### src/rtl/aximm_app_pkg.sv
// Shared types, AXI constants and the test-pattern generator for the AXI-MM leader application.
package aximm_app_pkg;

    typedef enum logic [2:0] {
        S_IDLE,
        S_WR_ADDR,
        S_WR_DATA,
        S_WR_RESP,
        S_RD_ADDR,
        S_RD_DATA,
        S_DONE
    } state_e;

    localparam logic [1:0] AXI_BURST_INCR = 2'b01;
    localparam logic [1:0] AXI_RESP_OKAY  = 2'b00;

    // One 32-bit pattern word; a beat replicates it across the data bus.
    function automatic logic [31:0] pattern_word(input logic [31:0] seed, input logic [7:0] idx);
        return seed + 32'(idx);
    endfunction

endpackage

### src/rtl/aximm_pattern_chk.sv
// Read-beat checker: compares against the pattern, accumulates a saturating error count,
// and captures the first and last read beats.
module aximm_pattern_chk
    import aximm_app_pkg::*;
#(
    parameter int unsigned DWIDTH = 128,
    parameter int unsigned PW     = 64
) (
    input  logic              clk,
    input  logic              rst_n,
    input  logic              i_clear,
    input  logic              i_beat,
    input  logic [7:0]        i_idx,
    input  logic [7:0]        i_len,
    input  logic [31:0]       i_seed,
    input  logic [3:0]        i_id,
    input  logic [DWIDTH-1:0] i_rdata,
    input  logic [3:0]        i_rid,
    input  logic [1:0]        i_rresp,
    input  logic              i_rlast,
    input  logic              i_ext_err,
    output logic [7:0]        o_err_cnt,
    output logic [PW-1:0]     o_first,
    output logic [PW-1:0]     o_last
);

    localparam int unsigned NWORDS = DWIDTH / 32;

    logic [DWIDTH-1:0] w_exp;
    logic              w_len_err;
    logic              w_beat_err;
    logic              w_inc;
    logic [7:0]        r_err_cnt;
    logic [PW-1:0]     r_first;
    logic [PW-1:0]     r_last;

    assign w_exp      = {NWORDS{pattern_word(i_seed, i_idx)}};
    // rlast early or late, or any beat past the requested length
    assign w_len_err  = i_rlast ? (i_idx != i_len) : (i_idx >= i_len);
    assign w_beat_err = i_beat && ((i_rdata != w_exp) || (i_rresp != AXI_RESP_OKAY) ||
                                   (i_rid != i_id) || w_len_err);
    assign w_inc      = w_beat_err || i_ext_err;

    always_ff @(posedge clk or negedge rst_n) begin
        if (!rst_n) begin
            r_err_cnt <= 8'd0;
            r_first   <= '0;
            r_last    <= '0;
        end else if (i_clear) begin
            r_err_cnt <= 8'd0;
            r_first   <= '0;
            r_last    <= '0;
        end else begin
            if (w_inc && (r_err_cnt != 8'hFF)) r_err_cnt <= r_err_cnt + 8'd1;
            if (i_beat && (i_idx == 8'd0))     r_first   <= i_rdata[PW-1:0];
            if (i_beat && i_rlast)             r_last    <= i_rdata[PW-1:0];
        end
    end

    assign o_err_cnt = r_err_cnt;
    assign o_first   = r_first;
    assign o_last    = r_last;

endmodule

### src/rtl/aximm_leader_app.sv
// AXI4-MM leader test application: one pattern write burst, response wait, read-back burst and check.
module aximm_leader_app
    import aximm_app_pkg::*;
#(
    parameter int unsigned AXI_CHNL_NUM = 1,
    parameter int unsigned DWIDTH       = 128,
    parameter int unsigned ADDRWIDTH    = 32
) (
    input  logic                       clk,
    input  logic                       rst_n,
    input  logic                       start,
    input  logic [ADDRWIDTH-1:0]       cfg_addr,
    input  logic [7:0]                 cfg_len,
    input  logic [3:0]                 cfg_id,
    input  logic [31:0]                cfg_seed,
    output logic                       busy,
    output logic                       done,
    output logic                       pass,
    output logic [7:0]                 err_cnt,
    output logic [64*AXI_CHNL_NUM-1:0] data_out_first,
    output logic [64*AXI_CHNL_NUM-1:0] data_out_last,
    output logic [3:0]                 L_user_awid,
    output logic [ADDRWIDTH-1:0]       L_user_awaddr,
    output logic [7:0]                 L_user_awlen,
    output logic [2:0]                 L_user_awsize,
    output logic [1:0]                 L_user_awburst,
    output logic                       L_user_awvalid,
    input  logic                       L_user_awready,
    output logic [3:0]                 L_user_wid,
    output logic [DWIDTH-1:0]          L_user_wdata,
    output logic [DWIDTH/8-1:0]        L_user_wstrb,
    output logic                       L_user_wlast,
    output logic                       L_user_wvalid,
    input  logic                       L_user_wready,
    input  logic [3:0]                 L_user_bid,
    input  logic [1:0]                 L_user_bresp,
    input  logic                       L_user_bvalid,
    output logic                       L_user_bready,
    output logic [3:0]                 L_user_arid,
    output logic [ADDRWIDTH-1:0]       L_user_araddr,
    output logic [7:0]                 L_user_arlen,
    output logic [2:0]                 L_user_arsize,
    output logic [1:0]                 L_user_arburst,
    output logic                       L_user_arvalid,
    input  logic                       L_user_arready,
    input  logic [3:0]                 L_user_rid,
    input  logic [DWIDTH-1:0]          L_user_rdata,
    input  logic                       L_user_rlast,
    input  logic [1:0]                 L_user_rresp,
    input  logic                       L_user_rvalid,
    output logic                       L_user_rready
);

    localparam int unsigned PW     = 64 * AXI_CHNL_NUM;
    localparam int unsigned NWORDS = DWIDTH / 32;
    localparam logic [2:0]  AXSIZE = 3'($clog2(DWIDTH / 8));

    state_e                r_state;
    logic [ADDRWIDTH-1:0]  r_addr;
    logic [7:0]            r_len;
    logic [3:0]            r_id;
    logic [31:0]           r_seed;
    logic                  r_busy, r_done, r_pass;
    logic                  r_awvalid, r_wvalid, r_wlast, r_w_done;
    logic [DWIDTH-1:0]     r_wdata;
    logic [7:0]            r_wcnt, r_rcnt;
    logic                  r_bready, r_arvalid, r_rready;

    logic                  w_start, w_aw_hs, w_w_hs, w_w_fin, w_b_hs, w_r_hs, w_b_err;
    logic [7:0]            w_err_cnt;

    assign w_start = (r_state == S_IDLE) && start;
    assign w_aw_hs = r_awvalid && L_user_awready;
    assign w_w_hs  = r_wvalid && L_user_wready;
    assign w_w_fin = r_w_done || (w_w_hs && r_wlast);
    assign w_b_hs  = r_bready && L_user_bvalid;
    assign w_r_hs  = r_rready && L_user_rvalid;
    assign w_b_err = w_b_hs && ((L_user_bresp != AXI_RESP_OKAY) || (L_user_bid != r_id));

    always_ff @(posedge clk or negedge rst_n) begin
        if (!rst_n) begin
            r_state   <= S_IDLE;
            r_addr    <= '0;
            r_len     <= 8'd0;
            r_id      <= 4'd0;
            r_seed    <= 32'd0;
            r_busy    <= 1'b0;
            r_done    <= 1'b0;
            r_pass    <= 1'b0;
            r_awvalid <= 1'b0;
            r_wvalid  <= 1'b0;
            r_wlast   <= 1'b0;
            r_w_done  <= 1'b0;
            r_wdata   <= '0;
            r_wcnt    <= 8'd0;
            r_rcnt    <= 8'd0;
            r_bready  <= 1'b0;
            r_arvalid <= 1'b0;
            r_rready  <= 1'b0;
        end else begin
            case (r_state)
                S_IDLE: if (w_start) begin
                    r_addr    <= cfg_addr;
                    r_len     <= cfg_len;
                    r_id      <= cfg_id;
                    r_seed    <= cfg_seed;
                    r_busy    <= 1'b1;
                    r_done    <= 1'b0;
                    r_pass    <= 1'b0;
                    r_awvalid <= 1'b1;
                    r_wvalid  <= 1'b1;
                    r_wdata   <= {NWORDS{pattern_word(cfg_seed, 8'd0)}};
                    r_wlast   <= (cfg_len == 8'd0);
                    r_wcnt    <= 8'd0;
                    r_w_done  <= 1'b0;
                    r_state   <= S_WR_ADDR;
                end
                S_WR_ADDR: if (w_aw_hs) begin
                    r_awvalid <= 1'b0;
                    r_bready  <= w_w_fin;
                    r_state   <= w_w_fin ? S_WR_RESP : S_WR_DATA;
                end
                S_WR_DATA: if (w_w_fin) begin
                    r_bready <= 1'b1;
                    r_state  <= S_WR_RESP;
                end
                S_WR_RESP: if (w_b_hs) begin
                    r_bready  <= 1'b0;
                    r_arvalid <= 1'b1;
                    r_state   <= S_RD_ADDR;
                end
                S_RD_ADDR: if (L_user_arready) begin
                    r_arvalid <= 1'b0;
                    r_rready  <= 1'b1;
                    r_rcnt    <= 8'd0;
                    r_state   <= S_RD_DATA;
                end
                S_RD_DATA: if (w_r_hs) begin
                    if (L_user_rlast) begin
                        r_rready <= 1'b0;
                        r_state  <= S_DONE;
                    end else if (r_rcnt != 8'hFF) begin
                        r_rcnt <= r_rcnt + 8'd1;
                    end
                end
                S_DONE: begin
                    r_busy  <= 1'b0;
                    r_done  <= 1'b1;
                    r_pass  <= (w_err_cnt == 8'd0);
                    r_state <= S_IDLE;
                end
                default: r_state <= S_IDLE;
            endcase

            // W beats run alongside AW so either channel may finish first
            if (w_w_hs) begin
                if (r_wlast) begin
                    r_wvalid <= 1'b0;
                    r_w_done <= 1'b1;
                end else begin
                    r_wcnt  <= r_wcnt + 8'd1;
                    r_wdata <= {NWORDS{pattern_word(r_seed, r_wcnt + 8'd1)}};
                    r_wlast <= ((r_wcnt + 8'd1) == r_len);
                end
            end
        end
    end

    aximm_pattern_chk #(
        .DWIDTH (DWIDTH),
        .PW     (PW)
    ) u_chk (
        .clk       (clk),
        .rst_n     (rst_n),
        .i_clear   (w_start),
        .i_beat    (w_r_hs),
        .i_idx     (r_rcnt),
        .i_len     (r_len),
        .i_seed    (r_seed),
        .i_id      (r_id),
        .i_rdata   (L_user_rdata),
        .i_rid     (L_user_rid),
        .i_rresp   (L_user_rresp),
        .i_rlast   (L_user_rlast),
        .i_ext_err (w_b_err),
        .o_err_cnt (w_err_cnt),
        .o_first   (data_out_first),
        .o_last    (data_out_last)
    );

    assign busy           = r_busy;
    assign done           = r_done;
    assign pass           = r_pass;
    assign err_cnt        = w_err_cnt;
    assign L_user_awid    = r_id;
    assign L_user_awaddr  = r_addr;
    assign L_user_awlen   = r_len;
    assign L_user_awsize  = r_busy ? AXSIZE : 3'd0;
    assign L_user_awburst = r_busy ? AXI_BURST_INCR : 2'b00;
    assign L_user_awvalid = r_awvalid;
    assign L_user_wid     = r_id;
    assign L_user_wdata   = r_wdata;
    assign L_user_wstrb   = {(DWIDTH/8){r_busy}};
    assign L_user_wlast   = r_wlast;
    assign L_user_wvalid  = r_wvalid;
    assign L_user_bready  = r_bready;
    assign L_user_arid    = r_id;
    assign L_user_araddr  = r_addr;
    assign L_user_arlen   = r_len;
    assign L_user_arsize  = r_busy ? AXSIZE : 3'd0;
    assign L_user_arburst = r_busy ? AXI_BURST_INCR : 2'b00;
    assign L_user_arvalid = r_arvalid;
    assign L_user_rready  = r_rready;

endmodule

### config.mk
export PLATFORM = sky130hd
export DESIGN_NAME = aximm_leader_app
export DESIGN_NICKNAME = d
export VERILOG_FILES = /design/src/rtl/aximm_app_pkg.sv /design/src/rtl/aximm_pattern_chk.sv /design/src/rtl/aximm_leader_app.sv
export SDC_FILE = /design/constraint.sdc
export NUM_CORES = 1
export LEC_CHECK = 0
export BUFFER_PORTS_ARGS = -buffer_cell sky130_fd_sc_hd__buf_2
export CAP_MARGIN = 20
export CORE_AREA = 2 2 240 242
export CTS_BUF_LIST = sky130_fd_sc_hd__clkbuf_2 sky130_fd_sc_hd__clkbuf_4 sky130_fd_sc_hd__clkbuf_8
export CTS_CLUSTER_DIAMETER = 150
export DETAILED_ROUTE_END_ITERATION = 16
export DIE_AREA = 0 0 242 244
export GPL_ROUTABILITY_DRIVEN = 0
export PLACE_DENSITY = 0.63
export SYNTH_ARGS = -nofsm -noshare
export SYNTH_HDL_FRONTEND = slang
export SYNTH_SLANG_ARGS = --single-unit
### constraint.sdc
create_clock -name clk -period 5.5 [get_ports clk]
set_input_delay 1.1 -clock clk [delete_from_list [all_inputs] [get_ports clk]]
set_output_delay 1.1 -clock clk [all_outputs]
set_load 0.02 [all_outputs]
### Word-level counts from Yosys, hierarchy flattened

Cells that the tools add are included.

* $add $sub $neg: 5
* order comparisons: 1
* equality and inequality tests: 22
* mux-type cells: 61
* reduce and logical (&&, ||, !) cells: 39

Operators with widths (number)
* 128-bit two-way mux: 4
* 64-bit two-way mux: 4
* 128-bit != test: 1
* 8-bit two-way mux: 10
* 32-bit by 8-bit adder with 32-bit output: 2
* 1-bit two-way mux: 26
* 8-bit by 1-bit adder with 8-bit output, second input constant: 3
* 8-bit logical NOT: 3
* 3-bit two-way mux: 8
* 3-bit one-hot mux with 6 select lines: 1
* 2-bit nonzero test: 9
* 8-bit != test, second input constant: 2
* 8-bit one-hot mux with 2 select lines: 1
* 2-bit != test, second input constant: 7
* 1-bit one-hot mux with 2 select lines: 6
* 1-bit logical AND: 11
* 3-bit equality test, second input constant: 3
* 8-bit equality test: 1
* 8-bit greater-or-equal comparator: 1
* 4-bit != test: 2
* 8-bit != test: 1
* 4-bit AND reduction: 2
* 7-bit AND reduction: 1
* 3-bit by 2-bit equality test with 1-bit output, second input constant: 2
* other kinds (9): 17

* bits in registers: 369
* input bits: 225
* logic and storage cells: 149

### Logic depth before layout (Yosys ltp)

Gate-level depths: netlist (run 1).

* depth after elaboration: 10
* depth in mapped cells: 15

### Hierarchy

A second synthesis (run 1) with hierarchy kept.

* cell total of the unflattened synthesis: 2174
* area total of the unflattened synthesis: 19585.0 um^2

Modules (own cells, without submodules)
* aximm_leader_app: times used 1, cells an instance 1192, area an instance 10933.0 um^2
* aximm_pattern_chk: times used 1, cells an instance 982, area an instance 8652.0 um^2

### Worst setup path after synthesis (run 1)

Ideal clock, no wire load.

* path type: register -> register
* from: register r_rcnt[0]
* to: register u_chk.r_err_cnt[6] (netlist: u_chk.o_err_cnt[6])
* library setup time: 141 ps
* arrival time: 3732 ps
* required time: 5359 ps
* path slack: 1627 ps
* cell stages (with the launch flop): 15
* cell sequence: dfrtp_1 > ha_1 > inv_1 > fa_1 > nand2b_1 > a211o_1 > a211oi_2 > nand3_1 > xnor2_1 > or4_1 > a2111oi_2 > nand4_2 > or4_4 > a31oi_1 > a211oi_1

* cells in the longest elaborated chain, start to end: 9
* elaborated cells on any way between the ends: 12
* those cells by class: 1 x add/sub; 1 x order compare; 2 x eq/ne; 1 x mux; 7 x reduce/logical

RTL lines
* start, declared: RTL line aximm_leader_app.sv:66 `logic [7:0] r_wcnt, r_rcnt;`
* start signal, assigned: RTL line aximm_leader_app.sv:143 `r_rcnt <= r_rcnt + 8'd1;`
* 32-bit by 8-bit adder with 32-bit output: RTL line aximm_app_pkg.sv:19 `return seed + 32'(idx);`
* 128-bit != test: RTL line aximm_pattern_chk.sv:40 `assign w_beat_err = i_beat && ((i_rdata != w_exp) || (i_rresp != AXI_RESP_OKAY) ||`
* 1-bit logical OR (2 in series): RTL line aximm_pattern_chk.sv:40
* 1-bit logical OR (*): RTL line aximm_pattern_chk.sv:41 `(i_rid != i_id) || w_len_err);`
* 1-bit logical AND (*): RTL line aximm_pattern_chk.sv:40
* 1-bit logical OR (*): RTL line aximm_pattern_chk.sv:42 `assign w_inc = w_beat_err || i_ext_err;`
* 1-bit logical AND (*): RTL line aximm_pattern_chk.sv:54 `if (w_inc && (r_err_cnt != 8'hFF)) r_err_cnt <= r_err_cnt + 8'd1;`
* 2-bit nonzero test (no source line) (*)
* end signal, assigned: RTL line aximm_pattern_chk.sv:54
* end, declared: RTL line aximm_pattern_chk.sv:33 `logic [7:0] r_err_cnt;`

Every way passes the cells marked *; elsewhere a longest branch is shown, timed or not.
A chain may end at the register's enable or synchronous reset.

### Worst setup path in the final report (run 1)

* from: register r_rcnt[0]
* to: register u_chk.r_err_cnt[7] (netlist: u_chk.o_err_cnt[7])

Same word-level chain as after synthesis.

==> results of run 1 <==
tightest hold or removal path, cell delays in order, from the launching register on:
cell and delay (ps):
dfrtp_1 340, nand2_1 50, nand2_1 40
layout make-up:
cell class	instances	area, um^2	area share, %
flip-flops and latches	369	9230	39.0
multi-input cells	1534	8480	35.8
well taps	756	946	3.99
repair buffers	637	3310	13.9
inverters	40	150	0.633
clock buffers	106	1330	5.60
diodes	9	22.5	0.0950
clock inverters	22	239	1.01
worst max-delay path by stage:
| stage | from | to | cells past startpoint |
|---|---|---|---|
| after global routing | r_rcnt[0] | u_chk.o_err_cnt[0] | 14 |
| after CTS | r_rcnt[0] | u_chk.o_err_cnt[7] | 14 |
| after detailed placement | L_user_rdata[34] | u_chk.o_err_cnt[7] | 12 |
| after floorplan | r_rcnt[0] | u_chk.o_err_cnt[6] | 14 |
| final | r_rcnt[0] | u_chk.o_err_cnt[7] | 14 |
| after global placement | L_user_rdata[34] | u_chk.o_err_cnt[1] | 12 |
routing by layer:
| layer | vias to the layer above | routed length (um) |
|---|---|---|
| met3 | 165 | 6150 |
| met2 | 871 | 35600 |
| li1 | 8197 | - |
| met5 | - | 69 |
| met1 | 8701 | 31100 |
| met4 | 12 | 2400 |
logic make-up (layout without fill, tap and decap cells):
group           count (synthesis)  in the layout
simple gates                  921            921
compound gates                460            460
flops                         369            369
buf+inv                       224            805
xor+xnor                       97             97
fa+ha+maj                      31             31
mux                            19             19
other cells                     1             15
power by group through the flow:
stage	sequential, mW	combinational [mW]	clock, mW
global route	4.83	6.50	3.23
CTS	4.68	6.03	3.12
finish	4.70	5.97	3.02
floorplan	5.37	3.21	0
detailed placement	4.70	6.02	0
global placement	4.64	5.93	0
metrics by stage:
step	setup slack, ps	instance area [um^2]
2_1_floorplan	1630	18800
3_3_place_gp	1000	22100
3_5_place_dp	884	22100
4_1_cts	932	23700
5_1_grt	610	23700
6_report	876	23700
state kept, by name, indices dropped and copies added, names as in the netlist, 3 cells and up:
register and count:
L_user_arlen 8, u_chk.o_first 64, r_seed 32, u_chk.o_last 64, r_wcnt 8, L_user_arid 4, r_state 3, L_user_wdata 128
u_chk.o_err_cnt 8, r_rcnt 8, L_user_araddr 32
cells in the final DEF (no fill, tap or decap), drive strengths merged, types with 13 or more instances in the layout:
cell / synthesis / routed
buf: 99 / 637
nand2: 610 / 610
dfrtp: 369 / 369
a21oi: 222 / 222
clkbuf: 85 / 106
nor2: 84 / 84
a21o: 79 / 79
o21ai: 72 / 72
xnor2: 54 / 54
nand3: 47 / 47
inv: 39 / 44
xor2: 42 / 42
nand4: 37 / 37
ha: 29 / 29
nor3: 26 / 26
nor4: 25 / 25
mux2i: 18 / 18
a31oi: 14 / 14
and2: 13 / 13
==> impl_metrics.tcl, run 1 <==
set metrics [dict create \
    muxShareOfSynthArea_pct 1.02 \
    drc 0 \
    dominantRegCellSynth "dfrtp_1" \
    grt-ovfl-total 0 \
    die_w_um 242 \
    rsz0062_at_grt "false" \
    slew_viol_final 0 \
    grt.total_usage_pct 24.8 \
    finalCritPeriodShare_pct 84.1 \
    crit_path_max_incr_delay_ps 670 \
    rr_startpoint "r_rcnt[0]" \
    synth_compound_area_share_pct 15.1 \
    cap_violations 0 \
    coreArea_um2 56200 \
    postCtsHoldBufs 0 \
    net-switching-power_mw 6.20 \
    grt_first_pass_wirelength_um 112000 \
    rows 87 \
    grt_pass1_vias 17800 \
    syn-cell-area_um2 18800 \
    synth_top_family_by_area "simple AND/OR/NAND/NOR gates" \
    vias 17900 \
    avgSynthCellArea_um2 8.86 \
    min_from "L_user_wdata[107]" \
    status "completed" \
    hpwl_um 58000 \
    cts.sinks 369 \
    post_cts_buffers 0 \
    synth_cell_types 90 \
    fin_util_pct 42.2 \
    peakVddDrop_v 0.000385 \
    finalPower_mw 13.7 \
    grt_use_met1_pct 31.7 \
    worstHoldEndpoint "L_user_wdata[107]" \
    yosysTopAreaCell "dfrtp_1" \
    fp.dieArea_um2 59000 \
    crit_fanout 9 \
    drtIter0Drc 1224 \
    power.leakage_nw 12.2 \
    synth_simple_gate_area_share_pct 21.8 \
    ant_nets 0 \
    h-tree-depth 3 \
    min_period_ps 4620 \
    stdcell_count 3473 \
    synth_top_area_share_pct 49.1 \
    post_route_cells_drive_above_1_share_pct 29.8 \
    grt_util_met3_pct 6.40 \
    path_class "register to register" \
    port_buffers 609 \
    area_delta_synth_final_pct 26.1 \
    clock_power_share_pct 22.1 \
    startpoint_type "register" \
    ys_top_cells_by_count "609 x nand2_1, 369 x dfrtp_1, 221 x a21oi_1" \
    tns_ps 0 \
    min_path_cells 2 \
    antenna_found_initial 20 \
    p_per_area_nw_per_um2 578 \
    swShare_pct 45.2 \
    holdWs_ps 466 \
    max_freq_mhz 216 \
    worst_slew_pin_slew_ps 1050 \
    grt_max_degree 114 \
    cts_tree "done" \
    timing.rr.end "u_chk.o_err_cnt[7]" \
    cts_buffer_depth 3 \
    synth_fa_ha_area_share_pct 2.14 \
    cts_resized 0 \
    io_pins 616 \
    p_seq_share_pct 34.3 \
    internal_power_mw 7.50 \
    globalRoute.busiestLayer "met2" \
    use_met2_pct 40.4 \
    ys_async_sr_fraction_pct 100 \
    ys_ff_latch 369 \
    rr_worst_depth 14 \
    yosysMostFrequentCell "nand2_1" \
    path_cells "ha_1 > inv_1 > fa_1 > nand2b_1 > a211o_1 > a211oi_2 > nand2_1 > xor2_1 > o2bb2ai_1 > a2111oi_2 > nand4_2 > nor4_4 > nor4_1 > mux2i_1" \
    dr.pass1.iters 8 \
    cp_slowest_cell "nor4_4" \
    routed_wl_um 75300 \
    clockRootBuffer "clkbuf_8" \
    worst_ep_required_time_ps 6020 \
    detail_route.wl_per_cell_um 21.7 \
    comb_power_share_pct 43.6 \
    fin_worst_skew_ps 31.6 \
    critical_path_arrival_ps 5140 \
    numCtsBuffers 70 \
    synthXorXnorAreaFrac_pct 4.69 \
    initial_utilization_pct 33.5 \
    via_per_inst 5.17 \
    slew_headroom_pct 29.1 \
    regToRegSetupSlack_ps 880 \
    ys_seq_area_share_pct 49.1 \
    fill_cells 5703 \
    dp.cells 3336 \
    finalHoldViolCount 0 \
    hp-class "register to register" \
    final_nets 2908 \
    clk_pin_slew_ps 60 \
    clock_latency_ps 660 \
    yosys_warnings 0 \
    syn_inst 2122 \
    fp.dieH_um 244 \
    finalSetupViolCount 0 \
    yosys-top-cells-area "dfrtp_1 49%, nand2_1 12%, a21oi_1 5.9%" \
    cp_num_buf_inv 1 \
    cpLargestDelayFamily "compound AO/OA/AOI/OAI gates" \
    critPathCaptureType "register" \
    synth_edf_count 0 \
]
(Power assumes the default switching activity.)
==> run 2: changes to the inputs <==
--- a/config.mk
+++ b/config.mk
@@ -5,15 +5,16 @@
 export SDC_FILE = /design/constraint.sdc
 export NUM_CORES = 1
 export LEC_CHECK = 0
+export ABC_AREA = 1
 export BUFFER_PORTS_ARGS = -buffer_cell sky130_fd_sc_hd__buf_2
 export CAP_MARGIN = 20
-export CORE_AREA = 2 2 240 242
+export CORE_AREA = 2 2 237 239
 export CTS_BUF_LIST = sky130_fd_sc_hd__clkbuf_2 sky130_fd_sc_hd__clkbuf_4 sky130_fd_sc_hd__clkbuf_8
 export CTS_CLUSTER_DIAMETER = 150
 export DETAILED_ROUTE_END_ITERATION = 16
-export DIE_AREA = 0 0 242 244
+export DIE_AREA = 0 0 239 241
 export GPL_ROUTABILITY_DRIVEN = 0
-export PLACE_DENSITY = 0.63
+export PLACE_DENSITY = 0.65
 export SYNTH_ARGS = -nofsm -noshare
 export SYNTH_HDL_FRONTEND = slang
 export SYNTH_SLANG_ARGS = --single-unit
==> constraint.sdc (replaced) <==
create_clock -name clk -period 4.3 [get_ports clk]
set_input_delay 0.86 -clock clk [delete_from_list [all_inputs] [get_ports clk]]
set_output_delay 0.86 -clock clk [all_outputs]
set_load 0.02 [all_outputs]
==> run 2 against run 1 <==
  * Utilization grew 2.0 points
  * Final area up 2.2%
  * Wire length up 0.50%
  * First-iteration DRC count increased by 34%
  * Synthesized cell count grew 18%
==> impl_metrics.tcl, run 2 <==
set metrics [dict create \
    final_nets 3307 \
    cap_violations 0 \
    rows 86 \
    final_area_um2 24200 \
    ys_ff_latch 369 \
    drtIter0Drc 1646 \
    clk_pin_slew_ps 60 \
    yosys_warnings 0 \
    hpwl_um 59900 \
    rr_worst_depth 24 \
    routed_wl_um 75700 \
    rsz0062_at_grt "false" \
    fp.dieArea_um2 57600 \
    power.leakage_nw 12.9 \
    ys_top_cells_by_count "877 x nand2_1, 369 x dfrtp_1, 243 x o21ai_0" \
    grt.total_usage_pct 25.6 \
    cp_num_buf_inv 5 \
    drc 0 \
    ys_seq_area_share_pct 47.7 \
    syn_inst 2500 \
    grt_max_degree 94 \
    finalCritPeriodShare_pct 84.7 \
    slew_viol_final 0 \
    drt-met1-wl_um 31500 \
    final_cell_mix "877 x nand2_1, 608 x buf_2, 369 x dfrtp_1" \
    crit_path_max_incr_delay_ps 400 \
    via_per_inst 5.01 \
    post_route_cells_drive_above_1_share_pct 26.4 \
    critPathCapture "L_user_wdata[56]" \
    grt-ovfl-total 0 \
    cpMostUsedCell "nand2_1" \
    yosysMostFrequentCell "nand2_1" \
    critical_path_arrival_ps 4220 \
    cp_slowest_cell "dfrtp_1" \
    wl_met2_um 34500 \
    cts_buffer_depth 3 \
    routed.top_layer "met5" \
    dr.pass1.iters 6 \
    port_buffers 609 \
    antenna_found_initial 15 \
    post_cts_buffers 0 \
    worst_slew_pin_slew_ps 1000 \
    path_class "register to register" \
    min_period_ps 3640 \
    tns_ps 0 \
    startpoint_type "register" \
    synth_top_area_share_pct 47.7 \
    yosysTopAreaCell "dfrtp_1" \
    vias 19100 \
    cpLargestDelayFamily "simple AND/OR/NAND/NOR gates" \
    ant_nets 0 \
    detail_route.wl_per_cell_um 19.9 \
    finalHoldViolCount 0 \
    place_area_um2 22800 \
    wl_met3_um 6430 \
    ys_async_sr_fraction_pct 100 \
    cts.sinks 369 \
    timing.rr.end "L_user_wdata[56]" \
    postCtsHoldBufs 0 \
    status "completed" \
    crit_cells 24 \
    slew_headroom_pct 33.2 \
    coreArea_um2 54900 \
    area_delta_synth_final_pct 25.0 \
    fin_worst_skew_ps 41.1 \
    initial_utilization_pct 35.3 \
    rr_startpoint "r_wcnt[2]" \
    clockRootBuffer "clkbuf_8" \
    final_common_cell "nand2_1" \
    h-tree-depth 3 \
    grt_first_pass_wirelength_um 111000 \
    p_per_area_nw_per_um2 820 \
    crit_start "r_wcnt[2]" \
    fin_util_pct 44.1 \
    dominantRegCellSynth "dfrtp_1" \
    critPathCaptureType "register" \
    worst_ep_required_time_ps 4880 \
    avgSynthCellArea_um2 7.75 \
    clock_latency_ps 640 \
    yosys-top-cells-area "dfrtp_1 48%, nand2_1 17%, o21ai_0 6.3%" \
    fp.dieH_um 241 \
    largest_reg_flops 128 \
    io_pins 616 \
    finalSetupViolCount 0 \
    max_freq_mhz 274 \
    grt_pass1_vias 18000 \
    die_w_um 239 \
    synth_edf_count 0 \
    synth_cell_types 46 \
    cts_resized 0 \
    crit_fanout 4 \
    peakVddDrop_v 0.000572 \
    hp-class "primary input to asynchronous set/reset pin" \
    numCtsBuffers 66 \
    path_cells "inv_1 > nor3_1 > nand2_1 > nand2_1 > inv_1 > ha_1 > inv_1 > o21ai_0 > nand2_1 > nand2_1 > nand2_1 > nand2_1 > nand2_1 > nand2_1 > a21oi_1 > nor2_1 > inv_1 > nor2_1 > inv_1 > nor2_1 > nand2_1 > xor2_1 > nand2_1 > nand2_1" \
    regToRegSetupSlack_ps 660 \
    syn-cell-area_um2 19400 \
    cts_tree "done" \
]
-- run 2: worst min-delay path by stage --
stage / startpoint / endpoint / slack [ps] / depth (start not counted)
floorplan: r_seed[0] / r_seed[0] / 480 / 2
global placement: u_chk.o_first[28] / u_chk.o_first[28] / 460 / 2
detailed placement: L_user_arvalid / L_user_arvalid / 450 / 2
CTS: rst_n / u_chk.o_last[45] / 140 / 1
global route: rst_n / u_chk.o_last[45] / 200 / 1
finish: rst_n / u_chk.o_last[45] / 190 / 1
-- run 2: where the power goes --
| group | internal, mW | leakage [nW] | total (mW) | switching, mW |
|---|---|---|---|---|
| combinational | 3.05 | 7.57 | 9.95 | 6.90 |
| clock | 2.02 | 0.741 | 3.56 | 1.54 |
| sequential | 5.10 | 4.62 | 6.36 | 1.26 |
| total | 10.2 | 12.9 | 19.9 | 9.70 |
-- run 2: stage by stage --
step                hold slack, ps  std cells  setup slack [ps]  total power, mW
floorplan                      483       2505              1380             12.7
global placement               460       3687               714             16.2
detailed placement             454       3687               644             16.3
CTS                            141       3799               654             20.0
global route                   197       3805               195             21.3
finish                         190       3808               656             19.9
-- run 2: metal layers --
metal	global-route usage, %	vias up
li1	-	9202
met3	5.55	150
met5	0	-
met2	41.2	893
met4	11.7	6
met1	33.1	8834
-- run 2: area by class of cell --
cell class / count / area (um^2)
clock buffers: 96 / 1230
repair buffers: 638 / 3360
multi-input cells: 1781 / 8590
fillers: 5633 / 30600
flip-flops and latches: 369 / 9230
diodes: 9 / 22.5
well taps: 704 / 881
inverters: 195 / 736
clock inverters: 16 / 178
-- run 2: logic make-up (layout without fill, tap and decap cells) --
group	Yosys count	in the layout	share of synthesized area, %
adder cells (fa/ha/maj)	31	31	2.08
flip-flops	369	369	47.7
AND/OR/NAND/NOR	1316	1316	28.8
other	1	15	0.0194
XOR/XNOR	34	34	1.54
buffers and inverters	355	945	8.33
AO/OA/AOI/OAI	394	394	11.6
==> run 3: changes to the inputs <==
==> constraint.sdc (replaced) <==
create_clock -name clk -period 3.5 [get_ports clk]
set_input_delay 0.7 -clock clk [delete_from_list [all_inputs] [get_ports clk]]
set_output_delay 0.7 -clock clk [all_outputs]
set_load 0.02 [all_outputs]
==> run 3 against run 2 <==
  * Register-to-register slack worse by 360 ps
  * Global-route usage up 0.44 points
  * Maximum frequency up 14%
  * Critical endpoint is now L_user_wdata[28]
==> impl_metrics.tcl, run 3 (synthesis results as in run 2) <==
set metrics [dict create \
    hp-class "primary input to register" \
    stdcell_count 3875 \
    detail_route.wl_per_cell_um 19.8 \
    fin_util_pct 45.8 \
    drc 0 \
    fp.dieArea_um2 57600 \
    io_pins 616 \
    cts_buffer_depth 3 \
    cap_violations 0 \
    grt-ovfl-total 0 \
    tns_ps 0 \
    vias 19400 \
    finalSetupViolCount 0 \
    slew_headroom_pct 58.7 \
    cts.sinks 369 \
    p_per_area_nw_per_um2 1010 \
    grt.total_usage_pct 26.1 \
    timing.rr.end "L_user_wdata[28]" \
    dp.cells 3735 \
    path_class "register to register" \
    finalPower_mw 25.4 \
    cts_tree "done" \
    crit_path_max_incr_delay_ps 450 \
    final_cell_mix "861 x nand2_1, 608 x buf_2, 369 x dfrtp_1" \
    grt_pass1_vias 18500 \
    fin_ws_ps 291 \
    via_per_inst 5.01 \
    cpMostUsedCell "nand2_1" \
    startpoint_type "register" \
    coreArea_um2 54900 \
    rr_startpoint "r_wcnt[0]" \
    grt_first_pass_wirelength_um 113000 \
    holdWs_ps 234 \
    rr_worst_depth 22 \
    max_freq_mhz 312 \
    finalCritPeriodShare_pct 91.7 \
    largest_reg_flops 128 \
    status "completed" \
    dr.pass1.iters 6 \
    clock_latency_ps 670 \
    antenna_found_initial 14 \
    cpLargestDelayFamily "simple AND/OR/NAND/NOR gates" \
    critical_path_arrival_ps 3770 \
    initial_utilization_pct 35.3 \
    port_buffers 609 \
    clk_pin_slew_ps 60 \
    min_period_ps 3210 \
    crit_fanout 4 \
    h-tree-depth 3 \
    slew_viol_final 0 \
    power.leakage_nw 13.3 \
    hpwl_um 60000 \
    min_from "cfg_addr[18]" \
    cp_slowest_cell "fa_1" \
    final_nets 3365 \
    worst_ep_required_time_ps 4060 \
    final_common_cell "nand2_1" \
    fin_worst_skew_ps 49.2 \
    fp.dieH_um 241 \
    routed_wl_um 76700 \
    path_cells "inv_1 > buf_4 > ha_1 > fa_1 > a21oi_1 > o21ai_2 > nand2_1 > nand2_1 > nand2_1 > nand2_1 > nand2_1 > nand2_1 > a21oi_2 > nor2_1 > inv_1 > nor2_2 > buf_4 > nand2_1 > xor2_1 > buf_4 > nand2_1 > o211ai_1" \
    cp_num_buf_inv 5 \
    ant_nets 0 \
    critPathCaptureType "register" \
    place_area_um2 23200 \
    regToRegSetupSlack_ps 290 \
    finalHoldViolCount 0 \
    rows 86 \
    post_route_cells_drive_above_1_share_pct 29.3 \
    worstHoldEndpoint "L_user_araddr[18]" \
    numCtsBuffers 70 \
    die_w_um 239 \
    clockRootBuffer "clkbuf_8" \
    drtIter0Drc 1451 \
    area_delta_synth_final_pct 29.6 \
    pre_cts_slack_ps 95.6 \
    final_area_um2 25100 \
    worst_slew_pin_slew_ps 617 \
    min_path_cells 3 \
    grt_max_degree 115 \
    peakVddDrop_v 0.000703 \
]
run 3: worst register-to-register path, delay by kind of cell, from the launching register on:
kind	cells	cell delay, ps
adder cells (fa/ha/maj)	2	660
flip-flops	1	380
AO/OA/AOI/OAI	4	580
XOR/XNOR	1	190
buffers and inverters	5	640
AND/OR/NAND/NOR	10	680
run 3: worst max-delay path by stage:
stage | from | endpoint | slack [ps] | cells after the start
4_1_cts | r_rcnt[0] | u_chk.o_err_cnt[1] | 70 | 25
6_report | r_wcnt[0] | L_user_wdata[28] | 290 | 22
5_1_grt | r_seed[3] | u_chk.o_err_cnt[6] | -20 | 24
3_5_place_dp | r_rcnt[0] | u_chk.o_err_cnt[1] | 100 | 23
3_3_place_gp | r_rcnt[0] | u_chk.o_err_cnt[7] | 110 | 23
2_1_floorplan | r_wcnt[0] | L_user_wdata[120] | 580 | 24
run 3: cell type report:
type	instances	area, um^2
multi-input cells	1782	8810
flip-flops and latches	369	9230
clock inverters	24	324
fillers	5658	29800
diodes	9	22.5
inverters	195	736
repair buffers	691	3830
clock buffers	101	1280
well taps	704	881
run 3: repair_timing:
action / in CTS / in global routing
endpoints found under the setup margin: 0 / 80
hold endpoints to repair: 33 / 0
gates resized for setup: 0 / 60
buffers inserted: 0 / 4
hold buffers: 1 / 0
run 3: metal layers:
layer	vias to the layer above	part of all wire, %	GRT usage [%]
met4	8	3.5	11.3
met1	9081	41	33.2
met3	138	8.4	6.13
met5	-	0.065	0
met2	849	47	42.3
li1	9326	-	-
run 3: where the power goes:
group          internal [mW]  switching [mW]  leakage, nW  total (mW)
Combinational           4.13            8.60         7.87        12.7
Clock                   2.84            2.05        0.850        4.90
Sequential              6.27            1.54         4.62        7.80
